### src/rtl/sdram_pattern_pkg.sv
// Shared types for the SDRAM pattern master:
// pattern modes, FSM states and the LFSR step.
package sdram_pattern_pkg;

    typedef enum logic [1:0] {
        MODE_ADDR  = 2'd0,
        MODE_CONST = 2'd1,
        MODE_INCR  = 2'd2,
        MODE_LFSR  = 2'd3
    } mode_e;

    typedef enum logic [2:0] {
        IDLE,
        WR_ISSUE,
        WR_WAIT,
        RD_ISSUE,
        RD_WAIT,
        CMP,
        FINISH
    } state_e;

    localparam int LFSR_W = 16;
    localparam logic [LFSR_W-1:0] LFSR_TAPS_DEF = 16'hB400;

    function automatic logic [LFSR_W-1:0] lfsr_step(
        input logic [LFSR_W-1:0] s,
        input logic [LFSR_W-1:0] taps
    );
        return {1'b0, s[LFSR_W-1:1]} ^ (s[0] ? taps : '0);
    endfunction

endpackage

### src/rtl/sdram_pattern_master_if.sv
// Control and frame-memory bus bundle of the
// pattern master; master = engine, slave = environment.
interface sdram_pattern_master_if #(
    parameter int AW = 20,
    parameter int DW = 16,
    parameter int CW = 16
);
    logic          START;
    logic          ABORT;
    logic [1:0]    MODE;
    logic          VERIFY;
    logic [AW-1:0] BASE_ADDR;
    logic [AW-1:0] END_ADDR;
    logic [DW-1:0] SEED;
    logic          BUSY;
    logic          DONE;
    logic [CW-1:0] ERR_COUNT;
    logic [AW-1:0] FIRST_ERR_ADDR;
    logic [AW-1:0] ADDRESS;
    logic [DW-1:0] DATA_OUT;
    logic [DW-1:0] DATA_IN;
    logic          READn;
    logic          WRn;
    logic          WAITn;

    modport master (
        input  START, ABORT, MODE, VERIFY,
        input  BASE_ADDR, END_ADDR, SEED,
        input  DATA_IN, WAITn,
        output BUSY, DONE, ERR_COUNT, FIRST_ERR_ADDR,
        output ADDRESS, DATA_OUT, READn, WRn
    );

    modport slave (
        output START, ABORT, MODE, VERIFY,
        output BASE_ADDR, END_ADDR, SEED,
        output DATA_IN, WAITn,
        input  BUSY, DONE, ERR_COUNT, FIRST_ERR_ADDR,
        input  ADDRESS, DATA_OUT, READn, WRn
    );
endinterface

### src/rtl/sdram_pattern_gen.sv
// Pattern generator: holds the INCR/LFSR state and
// maps mode + address + state to the current word.
module sdram_pattern_gen
    import sdram_pattern_pkg::*;
#(
    parameter int            AW   = 20,
    parameter int            DW   = 16,
    parameter logic [DW-1:0] TAPS = 16'hB400
) (
    input  logic          clk_i,
    input  logic          rst_i,
    input  logic          load_i,
    input  logic          step_i,
    input  mode_e         mode_i,
    input  logic [DW-1:0] seed_i,
    input  logic [AW-1:0] addr_i,
    output logic [DW-1:0] word_o
);
    logic [DW-1:0]    state_q, state_d;
    logic [DW-1:0]    lfsr_nx;
    logic [DW+AW-1:0] addr_ext;
    logic             unused_addr;

    if (DW == LFSR_W) begin : g_pkg_lfsr
        assign lfsr_nx = lfsr_step(state_q, TAPS);
    end else begin : g_gen_lfsr
        assign lfsr_nx = {1'b0, state_q[DW-1:1]}
                       ^ (state_q[0] ? TAPS : '0);
    end

    // ADDR mode: low DW bits of the address, zero-extended
    assign addr_ext    = {{DW{1'b0}}, addr_i};
    assign unused_addr = ^addr_ext[DW+AW-1:DW];

    // Next pattern state: (re)seed or step per mode
    always_comb begin
        state_d = state_q;
        if (load_i) begin
            if (mode_i == MODE_LFSR && seed_i == '0)
                state_d = '1;
            else
                state_d = seed_i;
        end else if (step_i) begin
            if (mode_i == MODE_INCR)
                state_d = state_q + 1'b1;
            else if (mode_i == MODE_LFSR)
                state_d = lfsr_nx;
        end
    end

    // Current word presented for the access at addr_i
    always_comb begin
        word_o = state_q;
        unique case (mode_i)
            MODE_ADDR:  word_o = addr_ext[DW-1:0];
            MODE_CONST: word_o = seed_i;
            MODE_INCR:  word_o = state_q;
            MODE_LFSR:  word_o = state_q;
            default:    word_o = state_q;
        endcase
    end

    // Pattern state register
    always_ff @(posedge clk_i) begin
        if (rst_i) state_q <= '0;
        else       state_q <= state_d;
    end

endmodule

### src/rtl/sdram_pattern_master.sv
// Bus master that fills an address range with a pattern
// and optionally reads it back, counting mismatches.
module sdram_pattern_master
    import sdram_pattern_pkg::*;
#(
    parameter int            AW        = 20,
    parameter int            DW        = 16,
    parameter int            CW        = 16,
    parameter logic [DW-1:0] LFSR_TAPS = 16'hB400
) (
    input  logic CLK,
    input  logic RST,
    sdram_pattern_master_if.master bus
);
    state_e        state_q, state_d;
    mode_e         mode_q, mode_d;
    logic          verify_q, verify_d;
    logic          abort_q, abort_d;
    logic [AW-1:0] base_q, base_d;
    logic [AW-1:0] end_q, end_d;
    logic [AW-1:0] addr_q, addr_d;
    logic [DW-1:0] seed_q, seed_d;
    logic [DW-1:0] dout_q, dout_d;
    logic [DW-1:0] rdata_q, rdata_d;
    logic          wrn_q, wrn_d;
    logic          rdn_q, rdn_d;
    logic          busy_q, busy_d;
    logic [CW-1:0] err_q, err_d;
    logic [AW-1:0] ferr_q, ferr_d;
    logic          waitl_q;

    logic          gen_load, gen_step;
    mode_e         gen_mode;
    logic [DW-1:0] gen_seed, gen_word;
    logic          at_end;

    sdram_pattern_gen #(
        .AW   (AW),
        .DW   (DW),
        .TAPS (LFSR_TAPS)
    ) u_gen (
        .clk_i  (CLK),
        .rst_i  (RST),
        .load_i (gen_load),
        .step_i (gen_step),
        .mode_i (gen_mode),
        .seed_i (gen_seed),
        .addr_i (addr_q),
        .word_o (gen_word)
    );

    // A pending abort ends the pass like the last address
    assign at_end = (addr_q == end_q) || abort_q;

    // WAITn sampled half a cycle early for rising-edge use
    always_ff @(negedge CLK) begin
        if (RST) waitl_q <= 1'b0;
        else     waitl_q <= bus.WAITn;
    end

    // Next-state, bus strobes and result bookkeeping
    always_comb begin
        state_d  = state_q;
        mode_d   = mode_q;
        verify_d = verify_q;
        abort_d  = abort_q;
        base_d   = base_q;
        end_d    = end_q;
        addr_d   = addr_q;
        seed_d   = seed_q;
        dout_d   = dout_q;
        rdata_d  = rdata_q;
        wrn_d    = wrn_q;
        rdn_d    = rdn_q;
        busy_d   = busy_q;
        err_d    = err_q;
        ferr_d   = ferr_q;
        gen_load = 1'b0;
        gen_step = 1'b0;
        gen_mode = mode_q;
        gen_seed = seed_q;

        if (busy_q && bus.ABORT)
            abort_d = 1'b1;

        unique case (state_q)
            IDLE: begin
                if (bus.START) begin
                    mode_d   = mode_e'(bus.MODE);
                    verify_d = bus.VERIFY;
                    base_d   = bus.BASE_ADDR;
                    end_d    = bus.END_ADDR;
                    seed_d   = bus.SEED;
                    abort_d  = 1'b0;
                    err_d    = '0;
                    ferr_d   = '0;
                    addr_d   = bus.BASE_ADDR;
                    gen_mode = mode_e'(bus.MODE);
                    gen_seed = bus.SEED;
                    gen_load = 1'b1;
                    busy_d   = 1'b1;
                    state_d  = WR_ISSUE;
                end
            end
            WR_ISSUE: begin
                dout_d  = gen_word;
                wrn_d   = 1'b0;
                state_d = WR_WAIT;
            end
            WR_WAIT: begin
                if (waitl_q) begin
                    wrn_d = 1'b1;
                    if (at_end) begin
                        if (verify_q && !abort_q) begin
                            addr_d   = base_q;
                            gen_load = 1'b1;
                            state_d  = RD_ISSUE;
                        end else begin
                            state_d = FINISH;
                        end
                    end else begin
                        addr_d   = addr_q + 1'b1;
                        gen_step = 1'b1;
                        state_d  = WR_ISSUE;
                    end
                end
            end
            RD_ISSUE: begin
                rdn_d   = 1'b0;
                state_d = RD_WAIT;
            end
            RD_WAIT: begin
                if (waitl_q) begin
                    rdata_d = bus.DATA_IN;
                    rdn_d   = 1'b1;
                    state_d = CMP;
                end
            end
            CMP: begin
                if (rdata_q != gen_word) begin
                    if (err_q != {CW{1'b1}})
                        err_d = err_q + 1'b1;
                    if (err_q == '0)
                        ferr_d = addr_q;
                end
                if (at_end) begin
                    state_d = FINISH;
                end else begin
                    addr_d   = addr_q + 1'b1;
                    gen_step = 1'b1;
                    state_d  = RD_ISSUE;
                end
            end
            FINISH: begin
                busy_d  = 1'b0;
                state_d = IDLE;
            end
            default: state_d = IDLE;
        endcase
    end

    // State and datapath registers with synchronous reset
    always_ff @(posedge CLK) begin
        if (RST) begin
            state_q  <= IDLE;
            mode_q   <= MODE_ADDR;
            verify_q <= 1'b0;
            abort_q  <= 1'b0;
            base_q   <= '0;
            end_q    <= '0;
            addr_q   <= '0;
            seed_q   <= '0;
            dout_q   <= '0;
            rdata_q  <= '0;
            wrn_q    <= 1'b1;
            rdn_q    <= 1'b1;
            busy_q   <= 1'b0;
            err_q    <= '0;
            ferr_q   <= '0;
        end else begin
            state_q  <= state_d;
            mode_q   <= mode_d;
            verify_q <= verify_d;
            abort_q  <= abort_d;
            base_q   <= base_d;
            end_q    <= end_d;
            addr_q   <= addr_d;
            seed_q   <= seed_d;
            dout_q   <= dout_d;
            rdata_q  <= rdata_d;
            wrn_q    <= wrn_d;
            rdn_q    <= rdn_d;
            busy_q   <= busy_d;
            err_q    <= err_d;
            ferr_q   <= ferr_d;
        end
    end

    assign bus.BUSY           = busy_q;
    assign bus.DONE           = (state_q == FINISH);
    assign bus.ERR_COUNT      = err_q;
    assign bus.FIRST_ERR_ADDR = ferr_q;
    assign bus.ADDRESS        = addr_q;
    assign bus.DATA_OUT       = dout_q;
    assign bus.READn          = rdn_q;
    assign bus.WRn            = wrn_q;

endmodule

### src/flat_wrapper.sv
// flat-port wrapper written by rule: the top's interface ports become plain ports
module sdram_pattern_master_flat import sdram_pattern_pkg::*;
#(
    parameter int            AW        = 20,
    parameter int            DW        = 16,
    parameter int            CW        = 16,
    parameter logic [DW-1:0] LFSR_TAPS = 16'hB400
)
  (CLK, RST, bus_START, bus_ABORT, bus_MODE, bus_VERIFY, bus_BASE_ADDR, bus_END_ADDR, bus_SEED, bus_DATA_IN, bus_WAITn, bus_BUSY, bus_DONE, bus_ERR_COUNT, bus_FIRST_ERR_ADDR, bus_ADDRESS, bus_DATA_OUT, bus_READn, bus_WRn);
  sdram_pattern_master_if #(.AW(AW), .DW(DW), .CW(CW)) bus_i ();
  input  logic CLK;
  input  logic RST;
  input wire logic [$bits(bus_i.START)-1:0] bus_START;
  input wire logic [$bits(bus_i.ABORT)-1:0] bus_ABORT;
  input wire logic [$bits(bus_i.MODE)-1:0] bus_MODE;
  input wire logic [$bits(bus_i.VERIFY)-1:0] bus_VERIFY;
  input wire logic [$bits(bus_i.BASE_ADDR)-1:0] bus_BASE_ADDR;
  input wire logic [$bits(bus_i.END_ADDR)-1:0] bus_END_ADDR;
  input wire logic [$bits(bus_i.SEED)-1:0] bus_SEED;
  input wire logic [$bits(bus_i.DATA_IN)-1:0] bus_DATA_IN;
  input wire logic [$bits(bus_i.WAITn)-1:0] bus_WAITn;
  output wire logic [$bits(bus_i.BUSY)-1:0] bus_BUSY;
  output wire logic [$bits(bus_i.DONE)-1:0] bus_DONE;
  output wire logic [$bits(bus_i.ERR_COUNT)-1:0] bus_ERR_COUNT;
  output wire logic [$bits(bus_i.FIRST_ERR_ADDR)-1:0] bus_FIRST_ERR_ADDR;
  output wire logic [$bits(bus_i.ADDRESS)-1:0] bus_ADDRESS;
  output wire logic [$bits(bus_i.DATA_OUT)-1:0] bus_DATA_OUT;
  output wire logic [$bits(bus_i.READn)-1:0] bus_READn;
  output wire logic [$bits(bus_i.WRn)-1:0] bus_WRn;
  assign bus_i.START = bus_START;
  assign bus_i.ABORT = bus_ABORT;
  assign bus_i.MODE = bus_MODE;
  assign bus_i.VERIFY = bus_VERIFY;
  assign bus_i.BASE_ADDR = bus_BASE_ADDR;
  assign bus_i.END_ADDR = bus_END_ADDR;
  assign bus_i.SEED = bus_SEED;
  assign bus_i.DATA_IN = bus_DATA_IN;
  assign bus_i.WAITn = bus_WAITn;
  assign bus_BUSY = bus_i.BUSY;
  assign bus_DONE = bus_i.DONE;
  assign bus_ERR_COUNT = bus_i.ERR_COUNT;
  assign bus_FIRST_ERR_ADDR = bus_i.FIRST_ERR_ADDR;
  assign bus_ADDRESS = bus_i.ADDRESS;
  assign bus_DATA_OUT = bus_i.DATA_OUT;
  assign bus_READn = bus_i.READn;
  assign bus_WRn = bus_i.WRn;
  sdram_pattern_master #(.AW(AW), .DW(DW), .CW(CW), .LFSR_TAPS(LFSR_TAPS)) u_core (.CLK(CLK), .RST(RST), .bus(bus_i));
endmodule
### config.mk
export PLATFORM = sky130hd
export DESIGN_NAME = sdram_pattern_master_flat
export DESIGN_NICKNAME = d
export VERILOG_FILES = /design/src/rtl/sdram_pattern_pkg.sv /design/src/rtl/sdram_pattern_master_if.sv /design/src/rtl/sdram_pattern_gen.sv /design/src/rtl/sdram_pattern_master.sv /design/src/flat_wrapper.sv
export SDC_FILE = /design/constraint.sdc
export NUM_CORES = 1
export LEC_CHECK = 0
export ABC_CLOCK_PERIOD_IN_PS = 3400
export CAP_MARGIN = 20
export CORE_MARGIN = 5
export CORE_UTILIZATION = 45
export CTS_BUF_LIST = sky130_fd_sc_hd__clkbuf_8 sky130_fd_sc_hd__clkbuf_16
export CTS_CLUSTER_DIAMETER = 150
export DETAILED_ROUTE_END_ITERATION = 8
export GPL_TIMING_DRIVEN = 1
export HOLD_SLACK_MARGIN = 0.08
export PLACE_DENSITY_LB_ADDON = 0.1
export SYNTH_ARGS = -nofsm -noshare
export SYNTH_HDL_FRONTEND = slang
export SYNTH_SLANG_ARGS = --single-unit
### constraint.sdc
create_clock -name CLK -period 3.4 [get_ports CLK]
set_input_delay 0.68 -clock CLK [delete_from_list [all_inputs] [get_ports CLK]]
set_output_delay 0.68 -clock CLK [all_outputs]
set_load 0.02 [all_outputs]
After elaboration in Yosys (flattened, before gate mapping)

Index checks and enable logic that the tools add are counted.

$add $sub $neg: 3
$mul: 0
Divide/modulo/power cells: 0
$lt $le $gt $ge: 0
Equal/unequal tests: 20
Shift operators: 0
Multiplexer cells: 48
Bitwise operators: 1
Reductions and logical operators: 27

Operators by type and width:

| kind                                                   | count |
|---|---|
| 2-to-1 mux 16 bit                                      | 11 |
| 2-to-1 mux 20 bit                                      | 8 |
| case mux 20 bit (3 select lines)                       | 1 |
| case mux 16 bit (3 select lines)                       | 1 |
| case mux 20 bit (2 select lines)                       | 1 |
| adder 16 x 1 -> 16 bit (second input constant)         | 2 |
| logical NOT 16 bit                                     | 2 |
| case mux 16 bit (2 select lines)                       | 1 |
| adder 20 x 1 -> 20 bit (second input constant)         | 1 |
| equality test 20 bit                                   | 1 |
| 2-to-1 mux 3 bit                                       | 6 |
| case mux 3 bit (6 select lines)                        | 1 |
| inequality test 16 bit                                 | 1 |
| inequality test 16 bit (second input constant)         | 1 |
| XOR 15 x 16 -> 16 bit                                  | 1 |
| AND reduction 2 bit                                    | 6 |
| 2-to-1 mux 1 bit                                       | 11 |
| inequality test 2 x 1 -> 1 bit (second input constant) | 5 |
| case mux 1 bit (2 select lines)                        | 5 |
| nonzero test 2 bit                                     | 5 |
| equality test 3 bit (second input constant)            | 3 |
| AND reduction 4 bit                                    | 2 |
| equality test 3 x 2 -> 1 bit (second input constant)   | 2 |
| nonzero test 3 bit                                     | 2 |
| 14 further kinds                                       | 19 |

Register bits: 171
Bits in latches: 0
Memory bits (writable): 0
Memory bits (read-only): 0
Bits of input ports: 80
Memories kept: 0

Depth between registers and ports, before layout

Word-level depth: 8
Mapped depth: 13
Gate-level depth less buffers: 10

By module

A second synthesis with hierarchy kept.

Cells, all modules: 1088
Area, all modules: 8619.5 um^2

By module, submodules not included:

| module               | instances | cells each | area each (um^2) | seq. area each (um^2) |
|---|---|---|---|---|
| sdram_pattern_master | 1         | 865        | 6993.0           | 3103.0 |
| sdram_pattern_gen    | 1         | 223        | 1626.6           | 320.3 |

==> summary.txt <==
==================================================================================================
Setup ws final                                                                          -0.0603 ns
Total nets after synthesis                                                                    1255
# rows                                                                                          52
Die footprint                                                                          0.0233 mm^2
Routed wire length                                                                        33400 um
Violation count after the first detailed-routing iteration                                     762
Overflow after GRT                                                                               0
Detailed-routing iteration count for the pre-antenna-repair pass                                 7
Maximum single-stage delay on the critical path                                            0.36 ns
Number of register bits inferred by synthesis                                                  171
Yosys top cell by area                                                                sky130_fd_sc_hd__dfxtp_1
Worst min-delay path class                                                            register to register
H-tree Lvls                                                                                      4
Growth of design area from synthesis to finish                                               41.5%
Register-to-register setup slack                                                          -0.06 ns
Net count of the finished layout                                                              1472
Weighted congestion at the end of routability-driven global placement                        0.978
Required arrival time at the worst endpoint                                                3.66 ns
Max rail drop VDD                                                                         0.376 mV
# diodes                                                                                         0
Antenna violations before repair                                                                 1
Startpoint type of the worst setup path                                                   register
Buffer cell driving the clock tree root                                               sky130_fd_sc_hd__clkbuf_16
Number of max-cap violations                                                                     0
Chip Height                                                                                 153 um
Routed len/inst                                                                            20.0 um
Yosys warning count                                                                              0
Area of the core                                                                       0.0201 mm^2
Hold Path Sink                                                                        u_core.base_q[18]$_SDFFE_PP0P_
Final hold violation count                                                                       0
Post-synthesis async set-or-reset flop share                                                    0%
Critical path, cell by cell                                                           mux2i_2, nor3_2, nor2_1, o21ai_2, buf_12, nand2_2, a222oi_1, nor3_1
Failing checks                                                                        negative setup slack
Global-route wire length before repair                                                    50700 um
Post-synth cell types                                                                           68
Worst slew slack as a fraction of its limit                                                  36.6%
Skew-Pair Late Insertion Delay                                                             0.46 ns
Count of input and output buffers                                                              155
Crit path max fanout                                                                            11
Slowest cell on crit path                                                             sky130_fd_sc_hd__dfxtp_4
Sequential element share of the synthesized area                                             37.4%
Width of the die                                                                            153 um
Clock Sinks                                                                                    171
Total global routing track utilization                                                       27.3%
Standby leakage power                                                                      5.00 nW
Endpoint class of the critical path                                                       register
Critical path type                                                                    register to register
Syn avg cell area                                                                        7.81 um^2
Beginning of the critical path                                                        u_core.waitl_q$_SDFF_NP0_
Core utilization of the finished layout                                                      64.4%
Status                                                                                finished, violations left
Synth top cells by count                                                              190 x sky130_fd_sc_hd__nand2_1, 171 x sky130_fd_sc_hd__dfxtp_1, 112 x sky130_fd_sc_hd__a21oi_1
Cells on Worst Hold Path                                                                         2
Number of global-route vias before repair                                                     8886
Data arrival time of the worst path                                                        3.72 ns
DRC violation count after routing                                                                0
Pin count of the biggest net entering global routing                                            95
Starting density of the core                                                                 45.5%
CTS tree                                                                                      done
Buf/Inv on CP                                                                                    1
Setup repair after global routing missed its margin                                            yes
Power density normalized to cell area                                                  480 mW/mm^2
Longest Clk Path Bufs                                                                            2
Clock transition time at the flip-flop clock pins of the worst setup and hold paths        0.07 ns
Terminus of the critical flop-to-flop path                                            u_core.bus.ADDRESS[13]$_SDFFE_PP0P_
Number of buffers created by CTS                                                                17
Leading register cell type out of synthesis                                           sky130_fd_sc_hd__dfxtp_1
Worst-case reg-to-reg path depth                                                                 8
Count of flip-flops with a built-in enable after synthesis                                       0
Top cell type's share of synthesized area                                                    37.4%
Worst slack, placed                                                                      -0.774 ns
Final setup violation count                                                                      5
Fraction of final layout cells sized beyond drive strength 1                                 17.3%
Critical path's top delay family                                                      compound AO/OA/AOI/OAI gates
Measured slew at the worst slew-check pin                                                 0.951 ns
DR vias                                                                                       9558
Placed wire-length estimate after detailed placement                                      24200 um
Antenna-violating nets left                                                                      0
Detailed-route vias per instance                                                              5.72
Clock skew                                                                               0.0353 ns
Launch point of the worst reg-to-reg path                                             u_core.waitl_q$_SDFF_NP0_
Dominant cells by area after synthesis                                                sky130_fd_sc_hd__dfxtp_1 37%, sky130_fd_sc_hd__nand2_1 7.8%, sky130_fd_sc_hd__a21oi_1 6.1%
Most frequent cell after synthesis                                                    sky130_fd_sc_hd__nand2_1
Area of the mapped netlist                                                            0.00914 mm^2
Count of pins over their slew limit                                                              0
Boundary Pins                                                                                  156
Count of mapped cells out of synthesis                                                        1171
Hold Path Origin                                                                      u_core.base_q[18]$_SDFFE_PP0P_
==================================================================================================
==> cell families (layout without fill, tap and decap cells) <==
group | Yosys count | in the layout | synth area share, %
adders and majority gates | 4 | 4 | 0.547
buffers and inverters | 123 | 353 | 5.40
muxes | 50 | 50 | 5.49
DFF | 171 | 171 | 37.4
AOI/OAI and AO/OA | 297 | 297 | 21.8
xor gates and xnor gates | 43 | 43 | 4.12
and+or+nand+nor | 483 | 483 | 25.2
==> stage by stage <==
| step | hold slack (ns) | total power [mW] | instances | TNS (ns) | instance area (um^2) |
|---|---|---|---|---|---|
| after floorplan | 0.432 | 3.05 | 1171 | -0.00382 | 9170 |
| after global placement | 0.442 | 3.74 | 1612 | -24.77 | 11600 |
| after detailed placement | 0.447 | 3.75 | 1612 | -27.46 | 11600 |
| after CTS | 0.456 | 6.13 | 1661 | -0.122 | 12700 |
| after global routing | 0.481 | 6.44 | 1671 | -1.22 | 12900 |
| final | 0.454 | 6.20 | 1671 | -0.127 | 12900 |
==> state kept, by name, summed over array words and instances (netlist names), 3 cells and up <==
| register | flops |
|---|---|
| u_core.end_q | 20 |
| u_core.u_gen.state_q | 16 |
| u_core.bus.ERR_COUNT | 16 |
| u_core.state_q | 3 |
| u_core.base_q | 20 |
| u_core.bus.FIRST_ERR_ADDR | 20 |
| u_core.bus.DATA_OUT | 16 |
| u_core.bus.ADDRESS | 20 |
| u_core.seed_q | 16 |
| u_core.rdata_q | 16 |
==> worst max-delay path by stage <==
| stage | to | slack, ns | cells after the start |
|---|---|---|---|
| 4_1_cts | u_core.bus.ADDRESS[14]$_SDFFE_PP0P_ | -0.04 | 9 |
| 3_3_place_gp | u_core.bus.FIRST_ERR_ADDR[5]$_SDFFE_PP0P_ | -0.69 | 11 |
| 5_1_grt | u_core.bus.ADDRESS[2]$_SDFFE_PP0P_ | -0.14 | 10 |
| 3_5_place_dp | u_core.bus.FIRST_ERR_ADDR[16]$_SDFFE_PP0P_ | -0.77 | 11 |
| 6_report | u_core.bus.ADDRESS[13]$_SDFFE_PP0P_ | -0.06 | 8 |
| 2_1_floorplan | u_core.bus.ADDRESS[10]$_SDFFE_PP0P_ | -0.004 | 9 |
==> layout make-up <==
cell class / instances / area, um^2
clock buffer: 19 / 453
clock inverter: 14 / 229
multi-input combinational: 877 / 5590
inverter: 22 / 82.6
sequential: 171 / 3430
timing repair buffer: 298 / 2820
tap: 270 / 338
fill: 1777 / 7170
==> routing by layer <==
metal	vias to the layer above	part of all wire [%]	wire length [um]	track usage [%]
li1	4610	-	-	-
met1	4521	45	15100	38.9
met2	375	45	15200	43.0
met3	52	7.2	2420	4.60
met4	0	2.2	737	7.68
met5	-	0	0	0
==> report_power, final <==
part	internal (mW)	total [mW]	leakage, nW	switching [mW]
logic	0.801	1.65	3.26	0.854
registers	2.12	2.28	1.40	0.158
clock network	1.37	2.27	0.338	0.899
==> worst register-to-register path, cell delays in order (launching register included) <==
cell and delay, ns:
sky130_fd_sc_hd__dfxtp_4 0.36, sky130_fd_sc_hd__mux2i_2 0.07, sky130_fd_sc_hd__nor3_2 0.16, sky130_fd_sc_hd__nor2_1 0.08, sky130_fd_sc_hd__o21ai_2 0.24, sky130_fd_sc_hd__buf_12 0.17
sky130_fd_sc_hd__nand2_2 0.06, sky130_fd_sc_hd__a222oi_1 0.29, sky130_fd_sc_hd__nor3_1 0.13
==> cells in the final DEF, fill, tap and decap left out, types with 10 or more instances in the layout <==
cell / netlist / routed
sky130_fd_sc_hd__nand2_1: 190 / 189
sky130_fd_sc_hd__dfxtp_1: 171 / 169
sky130_fd_sc_hd__clkdlybuf4s50_1: 0 / 153
sky130_fd_sc_hd__buf_4: 2 / 117
sky130_fd_sc_hd__nor2_1: 110 / 109
sky130_fd_sc_hd__a21oi_1: 112 / 109
sky130_fd_sc_hd__mux2i_1: 49 / 46
sky130_fd_sc_hd__o21ai_0: 41 / 36
sky130_fd_sc_hd__nand2b_1: 27 / 27
sky130_fd_sc_hd__nand3b_1: 24 / 24
sky130_fd_sc_hd__xor2_1: 24 / 24
sky130_fd_sc_hd__inv_1: 23 / 23
sky130_fd_sc_hd__and3_1: 22 / 22
sky130_fd_sc_hd__nand3_1: 21 / 21
sky130_fd_sc_hd__xnor2_1: 19 / 19
sky130_fd_sc_hd__clkbuf_16: 0 / 17
sky130_fd_sc_hd__buf_6: 2 / 17
sky130_fd_sc_hd__nor4_1: 17 / 16
sky130_fd_sc_hd__a211oi_1: 15 / 14
sky130_fd_sc_hd__a221o_1: 14 / 14
sky130_fd_sc_hd__or3_1: 14 / 13
sky130_fd_sc_hd__nor2b_1: 12 / 11
sky130_fd_sc_hd__a22oi_1: 18 / 11
sky130_fd_sc_hd__nand4_1: 11 / 11
sky130_fd_sc_hd__nor3_1: 14 / 11
sky130_fd_sc_hd__a221oi_2: 3 / 10
==> timing repair <==
| action | 4_1_cts | 5_1_grt |
|---|---|---|
| endpoints found under the hold margin | 0 | 0 |
| cloned | 4 | 1 |
| hold buffers | 0 | 0 |
| setup buffers | 13 | 14 |
| pin swaps | 16 | 24 |
| gates resized for setup | 40 | 50 |
| endpoints found under the setup margin | 54 | 69 |
No activity file was read; power rests on OpenSTA's default activity.
